[config.mk]
export PLATFORM = sky130hd
export DESIGN_NAME = ifid_skid_latch
export DESIGN_NICKNAME = d
export VERILOG_FILES = /design/src/rtl/ifid_skid_latch.sv
export SDC_FILE = /design/constraint.sdc
export NUM_CORES = 1
export LEC_CHECK = 0
export CORE_MARGIN = 5
export CORE_UTILIZATION = 44
export DETAILED_ROUTE_END_ITERATION = 7
export HOLD_SLACK_MARGIN = 0.12
export PLACE_DENSITY = 0.83
export SLEW_MARGIN = 20
export SYNTH_ARGS = -nofsm -noshare
export SYNTH_HDL_FRONTEND = slang
export SYNTH_SLANG_ARGS = --single-unit
[constraint.sdc]
create_clock -name clk -period 1.5 [get_ports clk]
set_input_delay 0.3 -clock clk [delete_from_list [all_inputs] [get_ports clk]]
set_output_delay 0.3 -clock clk [all_outputs]
set_load 0.01 [all_outputs]
[src/rtl/ifid_skid_latch.sv]
// IF/ID pipeline register built as a 2-entry skid buffer so that fetch sees a
// registered ready while decode stalls; supports flush, load-use stall and HALT.
module ifid_skid_latch #(
  parameter int                 WIDTH     = 16,
  parameter logic [WIDTH-1:0]   NOP_INSTR = 16'h0800,
  parameter logic [4:0]         HALT_OPC  = 5'b00000
) (
  input  logic             clk,
  input  logic             rst,
  input  logic [WIDTH-1:0] IF_Instr,
  input  logic [WIDTH-1:0] IF_PC_Next,
  input  logic             IF_err,
  input  logic             IF_valid,
  output logic             IF_ready,
  input  logic             ID_stall,
  input  logic             ID_flush,
  output logic [WIDTH-1:0] IFID_Instr,
  output logic [WIDTH-1:0] IFID_PC_Next,
  output logic             IFID_err,
  output logic             IFID_valid,
  output logic             IFID_halt_seen
);

  typedef enum logic [1:0] {EMPTY, ONE, FULL} state_t;

  state_t           state, state_next;
  logic [WIDTH-1:0] p_instr, p_pc, s_instr, s_pc;
  logic             p_err, s_err;
  logic             halt_seen, halt_next;
  logic             put, take;
  logic             load_p_in, load_p_skid, load_s;

  assign IF_ready       = (state != FULL) && !halt_seen;
  assign IFID_valid     = (state != EMPTY);
  assign IFID_Instr     = IFID_valid ? p_instr : NOP_INSTR;
  assign IFID_PC_Next   = p_pc;
  assign IFID_err       = IFID_valid & p_err;
  assign IFID_halt_seen = halt_seen;

  assign put  = IF_valid & IF_ready;
  assign take = IFID_valid & ~ID_stall;

  always_comb begin
    state_next  = state;
    halt_next   = halt_seen;
    load_p_in   = 1'b0;
    load_p_skid = 1'b0;
    load_s      = 1'b0;
    if (ID_flush) begin
      // Flush wins over everything except reset; a same-cycle put is dropped.
      state_next = EMPTY;
      halt_next  = 1'b0;
    end else begin
      if (put && (IF_Instr[WIDTH-1 -: 5] == HALT_OPC))
        halt_next = 1'b1;
      unique case (state)
        EMPTY: begin
          if (put) begin
            state_next = ONE;
            load_p_in  = 1'b1;
          end
        end
        ONE: begin
          if (put && take) begin
            load_p_in = 1'b1;
          end else if (put) begin
            state_next = FULL;
            load_s     = 1'b1;
          end else if (take) begin
            state_next = EMPTY;
          end
        end
        FULL: begin
          if (take) begin
            state_next  = ONE;
            load_p_skid = 1'b1;
          end
        end
        default: state_next = EMPTY;
      endcase
    end
  end

  always_ff @(posedge clk) begin
    if (!rst) begin
      state     <= EMPTY;
      halt_seen <= 1'b0;
      p_instr   <= NOP_INSTR;
      p_pc      <= '0;
      p_err     <= 1'b0;
      s_instr   <= NOP_INSTR;
      s_pc      <= '0;
      s_err     <= 1'b0;
    end else begin
      state     <= state_next;
      halt_seen <= halt_next;
      if (load_p_in) begin
        p_instr <= IF_Instr;
        p_pc    <= IF_PC_Next;
        p_err   <= IF_err;
      end else if (load_p_skid) begin
        p_instr <= s_instr;
        p_pc    <= s_pc;
        p_err   <= s_err;
      end
      if (load_s) begin
        s_instr <= IF_Instr;
        s_pc    <= IF_PC_Next;
        s_err   <= IF_err;
      end
    end
  end

endmodule

==> flow_metrics.env <==
export IMPL_r2r_start="state[0]$_SDFFE_PP0P_"
export IMPL_drv_cap=0
export IMPL_r2r_slack_ps=-160
export IMPL_wl_met1_um=3830
export IMPL_fin_skew_ps=4.870
export IMPL_wl_um=9094
export IMPL_ys_ff_latch=69
export IMPL_root_buffer="clkbuf_8"
export IMPL_synthCells=369
export IMPL_drc_errors=0
export IMPL_cp_endpoint="IFID_PC_Next[15]$_SDFFE_PN0P_"
export IMPL_place_port_buffers=73
export IMPL_reg2reg_depth=7
export IMPL_die_y_um=91.91
export IMPL_drt_iter0_drc=147
export IMPL_synth_cell_types=30
export IMPL_placed_area_mm2=0.003839
export IMPL_period_minus_slack_ps=1668
export IMPL_status="finished with violations"
export IMPL_synth_warnings=0
export IMPL_worstReg2RegEnd="IFID_PC_Next[15]$_SDFFE_PN0P_"
export IMPL_cp_top_family="buffers and inverters"
export IMPL_design_area_mm2=0.004443
export IMPL_grt_max_degree=31
export IMPL_rsz0062_at_grt="yes"
export IMPL_vias=3017
export IMPL_ys_flop_type="dfxtp_1"
export IMPL_cts_num_sinks=69
export IMPL_hold_violations=0
export IMPL_pin_count=74
export IMPL_utilization_pct=69.18
export IMPL_grt_overflow_total=0
export IMPL_ir_worst_vdd_mv=0.6271
export IMPL_crit_start="ID_flush"
export IMPL_syn_to_final_growth_pct=50.53
export IMPL_rows=29
export IMPL_cp_max_fo=6
export IMPL_path_cells="clkdlybuf4s50_1 > or4b_4 > buf_4 > buf_16 > o21ai_2 > a31oi_2"
export IMPL_wl_met2_um=4624
export IMPL_seq_area_frac_synth_pct=46.80
export IMPL_ant_nets=0
export IMPL_drive_gt1_share_pct=25.70
export IMPL_die_w_um=91.91
export IMPL_slew_headroom_pct=76.71
export IMPL_grt_pass1_vias=2977
export IMPL_hp_class="in2reg"
export IMPL_syn_avg_cell_area_um2=7.999
export IMPL_coreArea_mm2=0.006422
export IMPL_numCtsBuffers=9
export IMPL_setup_ws_ps=-167.6
export IMPL_place_ws_ps=-525.0
export IMPL_cpMaxStageDelayCell="or4b_4"
export IMPL_first_pass_iters=4
export IMPL_hpwl_um=4992
export IMPL_worstSetupPathDepth=6
export IMPL_die_area_mm2=0.008447
export IMPL_htreeDepth=3
export IMPL_fin_crit_sh_pct=111.2
export IMPL_tightest_slew_ps=349.3
export IMPL_path_class="in2reg"
export IMPL_wire_per_inst_um=16.84
export IMPL_highest_layer="met4"
export IMPL_viasPerCell=5.587
export IMPL_syn_cell_area_mm2=0.002952
export IMPL_arrival_ps=1890
export IMPL_antenna_cells=0
export IMPL_clk_latency_ps=340
export IMPL_grt_pass1_wl_um=14000
export IMPL_setup_viol=68
export IMPL_cts_tree="done"
export IMPL_critPathRequiredTime_ps=1720
export IMPL_max_clock_freq_mhz=599.7
export IMPL_start_util_pct=45.96
export IMPL_leakage_uw=0.001701
export IMPL_slowest_delay_ps=600
export IMPL_syn_nets=407
export IMPL_violations="negative setup slack"
export IMPL_clock_path_buffers=2
export IMPL_cp_num_buf_inv=3
export IMPL_antenna_found_initial=0
export IMPL_finalMaxSlewViolations=0
export IMPL_gp_congestion=0.8465
export IMPL_wl_met3_um=458
export IMPL_grt_usage_pct=20.63
export IMPL_cp_end_kind="register"
export IMPL_pwr_density_cell_mw_per_mm2=934.4
export IMPL_nets=496
export IMPL_clk_pin_slew_ps=70
export IMPL_async_flop_share_pct=0
export IMPL_cp_start_kind="primary input"
export IMPL_synth_edf_count=0
## layer usage
| layer | track usage, % | vias to the layer above |
|---|---|---|
| met5 | 0 | - |
| li1 | - | 1427 |
| met1 | 25.11 | 1458 |
| met2 | 34.85 | 116 |
| met4 | 9.901 | 0 |
| met3 | 4.173 | 16 |
## tightest hold or removal path, stage by stage
cell and delay (ps):
buf_2 200, o21ai_2 90, a31oi_1 40
## repair_timing
action,CTS,global route
setup endpoints to repair,102,85
cloned,6,3
gates resized for setup,120,55
setup buffers,3,1
hold buffers,0,0
pin swaps,2,0
## cells by family (layout without fill, tap and decap cells)
logic type | after synthesis | in the layout | share of synthesized area (%)
AOI/OAI and AO/OA | 100 | 100 | 21.20
and+or+nand+nor | 168 | 168 | 25.31
xor gates and xnor gates | 1 | 1 | 0.2968
buffers and inverters | 31 | 125 | 6.401
DFF | 69 | 69 | 46.80
## per-stage QoR
| stage | power (uW) | TNS (ps) | hold WS [ps] | cells |
|---|---|---|---|---|
| finish | 4151 | -7210 | 325.9 | 540 |
| global route | 4300 | -10870 | 330.3 | 540 |
| detailed placement | 2438 | -29550 | 445.1 | 511 |
| global placement | 2426 | -27310 | 439.9 | 511 |
| floorplan | 2181 | -261.9 | 368.7 | 369 |
| CTS | 4118 | -6634 | 304.5 | 536 |
## state kept, by name, summed over array words and instances (netlist names)
signal and cells:
IFID_PC_Next 16, IFID_halt_seen 1, p_err 1, p_instr 16, s_err 1, s_instr 16
s_pc 16, state 2
## cells in the final DEF (no fill, tap or decap), types with 2 or more instances in the layout
cell,instances
dfxtp_1,66
inv_1,2
a31oi_1,30
clkbuf_2,15
nor2b_1,13
clkdlybuf4s50_1,34
nor2b_2,3
buf_16,6
nand2_1,130
clkbuf_16,3
o21ai_2,27
nand2_2,3
nor3b_1,2
a21boi_0,12
dlygate4sd2_1,19
buf_2,4
o21ai_4,2
nor2_1,3
buf_6,5
buf_4,12
a21oi_1,2
dfxtp_2,3
clkbuf_8,12
buf_12,8
o21ai_1,3
a21boi_1,19
## synth_stat cells (4+ instances only)
library cell | number | area (um2)
o21ai_1 | 10 | 50.05
a31oi_1 | 32 | 200.2
nor2b_1 | 16 | 100.1
buf_6 | 8 | 90.09
clkbuf_1 | 13 | 48.80
nand2_1 | 134 | 503.0
buf_2 | 7 | 35.03
o21ai_0 | 22 | 110.1
a21boi_1 | 13 | 97.59
dfxtp_1 | 69 | 1381
nor2_1 | 4 | 15.01
a21boi_0 | 19 | 142.6
## layout make-up
type / count / area (um2)
well taps: 77 / 96.34
clock buffers: 13 / 168.9
fillers: 478 / 1979
multi-input cells: 269 / 1579
repair buffers: 107 / 1164
flip-flops and latches: 69 / 1385
clock inverters: 3 / 42.54
inverters: 2 / 7.507
## worst min-delay path by stage
stage / start / end / slack, ps / cells past startpoint
4_1_cts: rst / IFID_PC_Next[1]$_SDFFE_PN0P_ / 300 / 3
3_5_place_dp: s_pc[5]$_SDFFE_PN0P_ / s_pc[5]$_SDFFE_PN0P_ / 450 / 2
2_1_floorplan: ID_flush / IFID_halt_seen$_SDFFE_PP0P_ / 370 / 1
3_3_place_gp: s_pc[10]$_SDFFE_PN0P_ / s_pc[10]$_SDFFE_PN0P_ / 440 / 2
5_1_grt: rst / IFID_PC_Next[0]$_SDFFE_PN0P_ / 330 / 3
6_report: rst / IFID_PC_Next[1]$_SDFFE_PN0P_ / 330 / 3
## power by group
| group | switching, uW | total (uW) | leakage (uW) | internal (uW) |
|---|---|---|---|---|
| registers | 39.2 | 1940 | 0.000564 | 1900 |
| clock network | 721 | 1620 | 0.000106 | 903 |
| logic | 272 | 586 | 0.00103 | 314 |
(Power assumes the default switching activity.)
